<file path="config.mk">
export PLATFORM = sky130hd
export DESIGN_NAME = digit_scan_driver
export DESIGN_NICKNAME = d
export VERILOG_FILES = /design/src/rtl/digit_scan_pkg.sv /design/src/rtl/seg7_decode.sv /design/src/rtl/digit_scan_driver.sv
export SDC_FILE = /design/constraint.sdc
export NUM_CORES = 1
export LEC_CHECK = 0
export CORE_MARGIN = 10
export CORE_UTILIZATION = 25
export DETAILED_ROUTE_END_ITERATION = 10
export PLACE_DENSITY_LB_ADDON = 0.05
export RECOVER_POWER = 25
export SLEW_MARGIN = 20
export SYNTH_ARGS = -nofsm -noshare
export SYNTH_HDL_FRONTEND = slang
export SYNTH_HIERARCHICAL = 1
export SYNTH_SLANG_ARGS = --single-unit
</file>
<file path="constraint.sdc">
create_clock -name clock -period 4.03 [get_ports clock]
set_clock_uncertainty 0.1 [all_clocks]
set_input_delay 0.403 -clock clock [delete_from_list [all_inputs] [get_ports clock]]
set_output_delay 0.403 -clock clock [all_outputs]
set_load 0.02 [all_outputs]
</file>
<file path="src/rtl/digit_scan_pkg.sv">
// rtl/digit_scan_pkg.sv - FSM states, digit count and 7-segment patterns for the digit scan driver.
package digit_scan_pkg;

  typedef enum logic [1:0] {
    IDLE   = 2'd0,
    CONV_H = 2'd1,
    CONV_M = 2'd2,
    COMMIT = 2'd3
  } state_t;

  localparam int DIGIT_COUNT = 4;

  localparam logic [6:0] SEG_0     = 7'h3F;
  localparam logic [6:0] SEG_1     = 7'h06;
  localparam logic [6:0] SEG_2     = 7'h5B;
  localparam logic [6:0] SEG_3     = 7'h4F;
  localparam logic [6:0] SEG_4     = 7'h66;
  localparam logic [6:0] SEG_5     = 7'h6D;
  localparam logic [6:0] SEG_6     = 7'h7D;
  localparam logic [6:0] SEG_7     = 7'h07;
  localparam logic [6:0] SEG_8     = 7'h7F;
  localparam logic [6:0] SEG_9     = 7'h6F;
  localparam logic [6:0] SEG_BLANK = 7'h00;

endpackage

</file>
<file path="src/rtl/seg7_decode.sv">
// rtl/seg7_decode.sv - combinational BCD to active-high 7-segment decode; non-BCD codes go dark.
module seg7_decode
  import digit_scan_pkg::*;
(
  input  logic [3:0] digit,
  output logic [6:0] segment
);

  always_comb begin
    segment = SEG_BLANK;
    case (digit)
      4'd0: segment = SEG_0;
      4'd1: segment = SEG_1;
      4'd2: segment = SEG_2;
      4'd3: segment = SEG_3;
      4'd4: segment = SEG_4;
      4'd5: segment = SEG_5;
      4'd6: segment = SEG_6;
      4'd7: segment = SEG_7;
      4'd8: segment = SEG_8;
      4'd9: segment = SEG_9;
      default: segment = SEG_BLANK;
    endcase
  end

endmodule

</file>
<file path="src/rtl/digit_scan_driver.sv">
// rtl/digit_scan_driver.sv - hh:mm binary-to-BCD converter with multiplexed 4-digit 7-segment scan.
// Optional LEADING_ZERO_BLANK_EN blanks a zero hour-tens digit.
module digit_scan_driver
  import digit_scan_pkg::*;
#(
  parameter int SCAN_DIV = 1024
) (
  input  logic       clock,
  input  logic       reset,
  input  logic       load,
  input  logic [4:0] hour,
  input  logic [5:0] minute,
  input  logic       sec_tick,
  output logic       busy,
  output logic [6:0] segment,
  output logic [3:0] digit_en,
  output logic       colon
);

  state_t      state, state_next;
  logic        accept, commit;
  logic [4:0]  work_h;
  logic [5:0]  work_m;
  logic [3:0]  tens_h, tens_m, units_h, units_m;
  logic [3:0]  disp [DIGIT_COUNT];

  logic [15:0] prescale;
  logic        wrap;
  logic [1:0]  index, next_index;
  logic [6:0]  seg_dec, seg_next;

  assign busy = (state != IDLE);

  always_ff @(posedge clock or negedge reset) begin
    if (!reset) state <= IDLE;
    else        state <= state_next;
  end

  always_comb begin
    state_next = state;
    accept     = 1'b0;
    commit     = 1'b0;
    case (state)
      IDLE:   if (load) begin
                state_next = CONV_H;
                accept     = 1'b1;
              end
      CONV_H: if (work_h < 5'd10) state_next = CONV_M;
      CONV_M: if (work_m < 6'd10) state_next = COMMIT;
      COMMIT: begin
                state_next = IDLE;
                commit     = 1'b1;
              end
      default: state_next = IDLE;
    endcase
  end

  // Repeated subtraction: one tens step per cycle, remainder captured on the exit cycle.
  always_ff @(posedge clock or negedge reset) begin
    if (!reset) begin
      work_h  <= '0;
      work_m  <= '0;
      tens_h  <= '0;
      tens_m  <= '0;
      units_h <= '0;
      units_m <= '0;
      for (int i = 0; i < DIGIT_COUNT; i++) disp[i] <= '0;
    end else begin
      if (accept) begin
        work_h <= hour;
        work_m <= minute;
        tens_h <= '0;
        tens_m <= '0;
      end
      if (state == CONV_H) begin
        if (work_h >= 5'd10) begin
          work_h <= work_h - 5'd10;
          tens_h <= tens_h + 4'd1;
        end else begin
          units_h <= work_h[3:0];
        end
      end
      if (state == CONV_M) begin
        if (work_m >= 6'd10) begin
          work_m <= work_m - 6'd10;
          tens_m <= tens_m + 4'd1;
        end else begin
          units_m <= work_m[3:0];
        end
      end
      if (commit) begin
        disp[0] <= units_m;
        disp[1] <= tens_m;
        disp[2] <= units_h;
        disp[3] <= tens_h;
      end
    end
  end

  assign wrap       = (prescale == 16'(SCAN_DIV - 1));
  assign next_index = wrap ? index + 2'd1 : index;

  seg7_decode u_decode (
    .digit   (disp[next_index]),
    .segment (seg_dec)
  );

  always_comb begin
    seg_next = seg_dec;
`ifdef LEADING_ZERO_BLANK_EN
    if (next_index == 2'd3 && disp[3] == 4'd0) seg_next = SEG_BLANK;
`endif
  end

  // Outputs are registered from next_index so select and pattern switch on the same edge.
  always_ff @(posedge clock or negedge reset) begin
    if (!reset) begin
      prescale <= '0;
      index    <= '0;
      segment  <= SEG_0;
      digit_en <= 4'b1110;
      colon    <= 1'b0;
    end else begin
      prescale <= wrap ? 16'd0 : prescale + 16'd1;
      index    <= next_index;
      segment  <= seg_next;
      digit_en <= ~(4'b0001 << next_index);
      if (sec_tick) colon <= ~colon;
    end
  end

endmodule

</file>
# == Word-level counts from Yosys, hierarchy flattened ==
# Memories as Yosys holds them, arrays and structs flattened. A register that Yosys moved wholly into a read port is not among the register bits.
# Cells that the tools add are included.
# word_totals
reg_bits,68
latch_bits,0
ram_bits,0
rom_bits,112
input_bits,15
mem_count,1
# mem_list
memory,words,width,read_ports,rd_ports_with_merged_regs,wr,line,text
(name not given),16,7,1,1,0,seg7_decode.sv:11,case (digit)
# op_classes
addsub,6
n_mul,0
n_div,0
n_lt_le_gt_ge,5
n_eq_ne,7
shift,1
n_mux,24
n_bitwise,5
reduce_logical,6
# ops
cell,n
$mux W4,8
$mux W6,3
$add A16 B1 Y16 const B,1
$eq A16 B10 Y1 const B,1
$mux W16,1
$mux W5,3
$add A4 B1 Y4 const B,2
$bmux W4 S2,1
$mux W2,4
$pmux W2 S4,1
$ge A6 B4 Y1 const B,1
$lt A6 B4 Y1 const B,1
$ne A2 B2 Y1 const B,3
$sub A6 B4 Y6 const B,1
$ge A5 B4 Y1 const B,1
$lt A5 B4 Y1 const B,1
$sub A5 B4 Y5 const B,1
$eq A2 B2 Y1 const B,2
$not A4 Y4,1
$reduce_and A2 Y1,2
$shl A1 B2 Y4 const A,1
$ge A3 B3 Y1 const B,1
$mux W1,3
$not A1 Y1,3
other kinds (7),7

# == Depth between registers and ports, before layout ==
# logic_depth
depth_word,6
mapped_depth,11

# == By module ==
# The synthesis kept the hierarchy.
# by_module_without_submodules
module,n_inst,cells_per_inst,area_per_inst_um2
digit_scan_driver,1,323,3612.2
seg7_decode,1,28,219.0

# == Worst setup path after synthesis ==
# Ideal clock, no wire load.
# synth_path
path_type,register -> register
from,register prescale[11]
to,register segment[0]
t_arrival_ns,2.525
required_ns,3.847
slack_ns,1.322
path_stages_with_launch,10
period_less_slack_ns,2.708
path_cell_list,dfrtp_1 -> or4_4 -> nor4_4 -> mux2_2 -> a211o_1 -> inv_2 -> ha_1 -> nor2_1 -> a21oi_1 -> o22ai_1
# synth_between
elab_chain_len,6
# synth_lines
item,line,text
start: declaration,digit_scan_driver.sv:27,logic [15:0] prescale;
start signal: assignment,digit_scan_driver.sv:124,prescale <= wrap ? 16'd0 : prescale + 16'd1;
$eq A16 B10 Y1,digit_scan_driver.sv:100,assign wrap = (prescale == 16'(SCAN_DIV - 1));
$mux W2,digit_scan_driver.sv:101,assign next_index = wrap ? index + 2'd1 : index;
$not A2 Y3 (implied by the code),digit_scan_driver.sv:104,".digit (disp[next_index]),"
$bmux W4 S2,digit_scan_driver.sv:104,
$mux W4 (implied by the code) (2 in series),digit_scan_driver.sv:104,
end: declaration,digit_scan_driver.sv:15,"output logic [6:0] segment,"
# Every way passes these cells. The select of a mux whose other input is x is not followed.
# A chain may end at the register's enable or synchronous reset.

# == Final worst setup path ==
# layout_path
from,register prescale[11]
to,register segment[3]
# The elaborated chain is that of the path after synthesis.

==> impl_results.md <==
* Slew @ Worst Pin at 1.02 ns
* Mean area per synthesized cell at 10.9 um^2
* Worst-Skew Late Latency at 0.34 ns
* Global-route met1 utilization at 10.8%
* Met3 usage at 3.73%
* Mux share of post-synthesis cell area at 13.9%
* Crit share post-route at 79.6%
* Antenna violations before repair at 0
* CP Class: reg2reg
* # rows at 45
* Final Critical Period at 3.21 ns
* Fin Hold WS at 0.0207 ns
* Mapped cell area at 0.00383 mm^2
* Crit-path cells: or4_4, nor4_4, buf_4, mux2_2, a211o_1, inv_2, ha_1, nor2_1, a21oi_1, o22ai_1
* Total power at 0.00320 W
* Root Driver: clkbuf_16
* Post-CTS Setup Inserts at 0
* Chip width at 144 um
* Status: complete, no violations
* Synth-to-layout area growth at 19.3%
* DP HPWL at 5700 um
* I/O pin cnt at 28
* Worst IR Drop VDD at 325 uV
* Worst EP arrival at 3.36 ns
* Max-slew headroom at 31.1%
* Core Area at 0.0151 mm^2
* Compound-cell area share of the yosys netlist at 9.21%
* Die height at 144 um
* IO Port Bufs at 27
* Global route hottest layer: met2
* Area of the multi-input gates at 0.00180 mm^2
* Max stage delay on crit path at 0.57 ns
* Crit-path max FO at 13
* Most frequent cells in the layout: dfrtp_1 (66), nand2_1 (33), mux2_2 (33), clkdlybuf4s50_1 (25)
* Final Cell Area at 0.00457 mm^2
* RSZ-0062 raised after global routing: false
* Lkg Pwr at 2.00 nW
* CTS buffer count at 9
* DRT Pass-1 Iters at 4
* Worst Path Required at 4.18 ns
* Final Wtd Congestion at 0.753
* First-pass GRT wire length at 13700 um
* Vias at 2555
* Gr usage total at 8.62%
* Synth Area in XOR/XNOR at 3.89%
* Primary FF master, synth: dfrtp_1
* Max-cap violations at 0
* Hold WC Path Type: in2async
* N_diodes at 0
* Clock Path Buffers at 2
* Total grt overflow at 0
* Synth Area in Simple Gates at 15.1%
* Gate Count Post-Synth at 351
* Antenna-violating nets left at 0
* CTS tree: done
* M2 GR Usage at 12.9%
* Filler Cell Count at 1595
* Post-synth EDFFs at 0
* Setup TNS at 0 ns
* Clock transition at path regs at 0.06 ns
* FF+latch count, synth at 75
* Largest family of logic cells by synthesized area: simple AND/OR/NAND/NOR gates
* Post-cts sizing count at 0
* Clock Sinks at 75
* Layout cell share with drive strength beyond 1 at 18.3%
* Post-synth ARST share at 100%
* Syn nets at 381
* Largest net degree at the start of global routing at 56
* Slew Limit Fails at 0
* Netlist cell types at 49
* Initial core utilization at 25.4%
* # setup viols final at 0
* Storage element area at 0.00189 mm^2
* Dpl cells at 554
* Max Fclk at 312 MHz
* Cell area power density at 699 mW/mm^2
* Yosys Warn Count at 6
* Vias per cell at 4.48
* DRC at 0
* Die area at 0.0207 mm^2
* H-tree Lvls at 3
* Sequential area share after synthesis at 49.3%
* Synth Area in Adders at 4.90%
* Commonest non-fill, non-tap cell in the layout: dfrtp_1
* Critical Path Start Type: flip-flop
* Non-filler cells, final at 570
* Nets at 407
* Final hold vios at 0
* Hold-fix buffers, CTS at 0
* Placed cell area at 0.00428 mm^2
* Initial DRC count at 165
* Worst Setup End Kind: flip-flop
* CP max-delay cell: or4_4
* Vias in the first global route at 2609
* Final wirelength at 8260 um
* WL/cell at 14.5 um
[cell type report]
cell class	count	share of cell area, %
clock inverter	5	1.15
clock buffer	11	5.31
timing repair buffer	31	6.51
tap	188	5.15
multi-input combinational	245	39.4
sequential	75	41.3
inverter	15	1.23
[path summary, 6_finish.rpt]
kind                         startpoint     endpoint  slack [ns]  cells past startpoint
max                        prescale[11]   segment[3]        0.82                     10
min                               reset  prescale[7]        0.02                      1
min reg2reg                       colon        colon        0.37                      1
min in group clock                colon        colon        0.37                      1
max reg2reg                prescale[11]   segment[3]        0.82                     10
max in group asynchronous         reset  digit_en[1]        2.96                      2
[sequential cells by signal, indices dropped and copies added (netlist names)]
signal and cells:
disp 16, prescale 16, segment 7, work_m 6, work_h 5, digit_en 4
tens_h 4, tens_m 4, units_h 4, units_m 4, index 2, state 2
colon 1
[where the power goes]
| part | total [W] | internal (W) | switching [W] |
|---|---|---|---|
| logic | 0.00114 | 0.000564 | 0.000574 |
| clock network | 0.000805 | 0.000493 | 0.000312 |
| registers | 0.00126 | 0.00103 | 0.000223 |
| total | 0.00320 | 0.00209 | 0.00111 |
[Yosys cell counts (all sizes together) (8+ instances only)]
cell	count	area, um^2
dfrtp	66	1650
mux2	33	372
nand2	33	124
nand3	19	95.1
nor2	19	71.3
mux2i	16	160
ha	15	188
inv	15	56.3
o21ai	15	75.1
clkbuf	11	41.3
xor2	11	96.3
a21oi	10	50.1
dfstp	9	236
nor2b	8	50.1
[worst max-delay path, delay by kind of cell, from the launching register on]
| family | cells | cell delay [ns] |
|---|---|---|
| adders and majority gates | 1 | 0.15 |
| muxes | 1 | 0.35 |
| DFF | 1 | 0.42 |
| AOI/OAI and AO/OA | 3 | 0.63 |
| and+or+nand+nor | 3 | 1.03 |
| buffers and inverters | 2 | 0.42 |
[layer usage]
metal | vias up | routed length [um]
met1 | 1225 | 4180
met4 | 0 | 106
met5 | - | 0
met3 | 6 | 371
met2 | 34 | 3600
li1 | 1290 | -
[cells by family (layout without fill, tap and decap cells)]
group / after synthesis / count (layout)
compound gates: 54 / 54
xor+xnor: 17 / 17
fa+ha+maj: 15 / 15
buf+inv: 31 / 62
flops: 75 / 75
mux: 49 / 49
simple gates: 110 / 110
[metrics by stage]
stage	util, %	setup WS [ns]
after floorplan	-	1.32
after global placement	28.3	0.897
after detailed placement	28.3	0.794
after CTS	30.3	0.772
after global routing	30.3	0.605
final	30.3	0.822
Note: power is estimated with default switching activity, not from simulation.
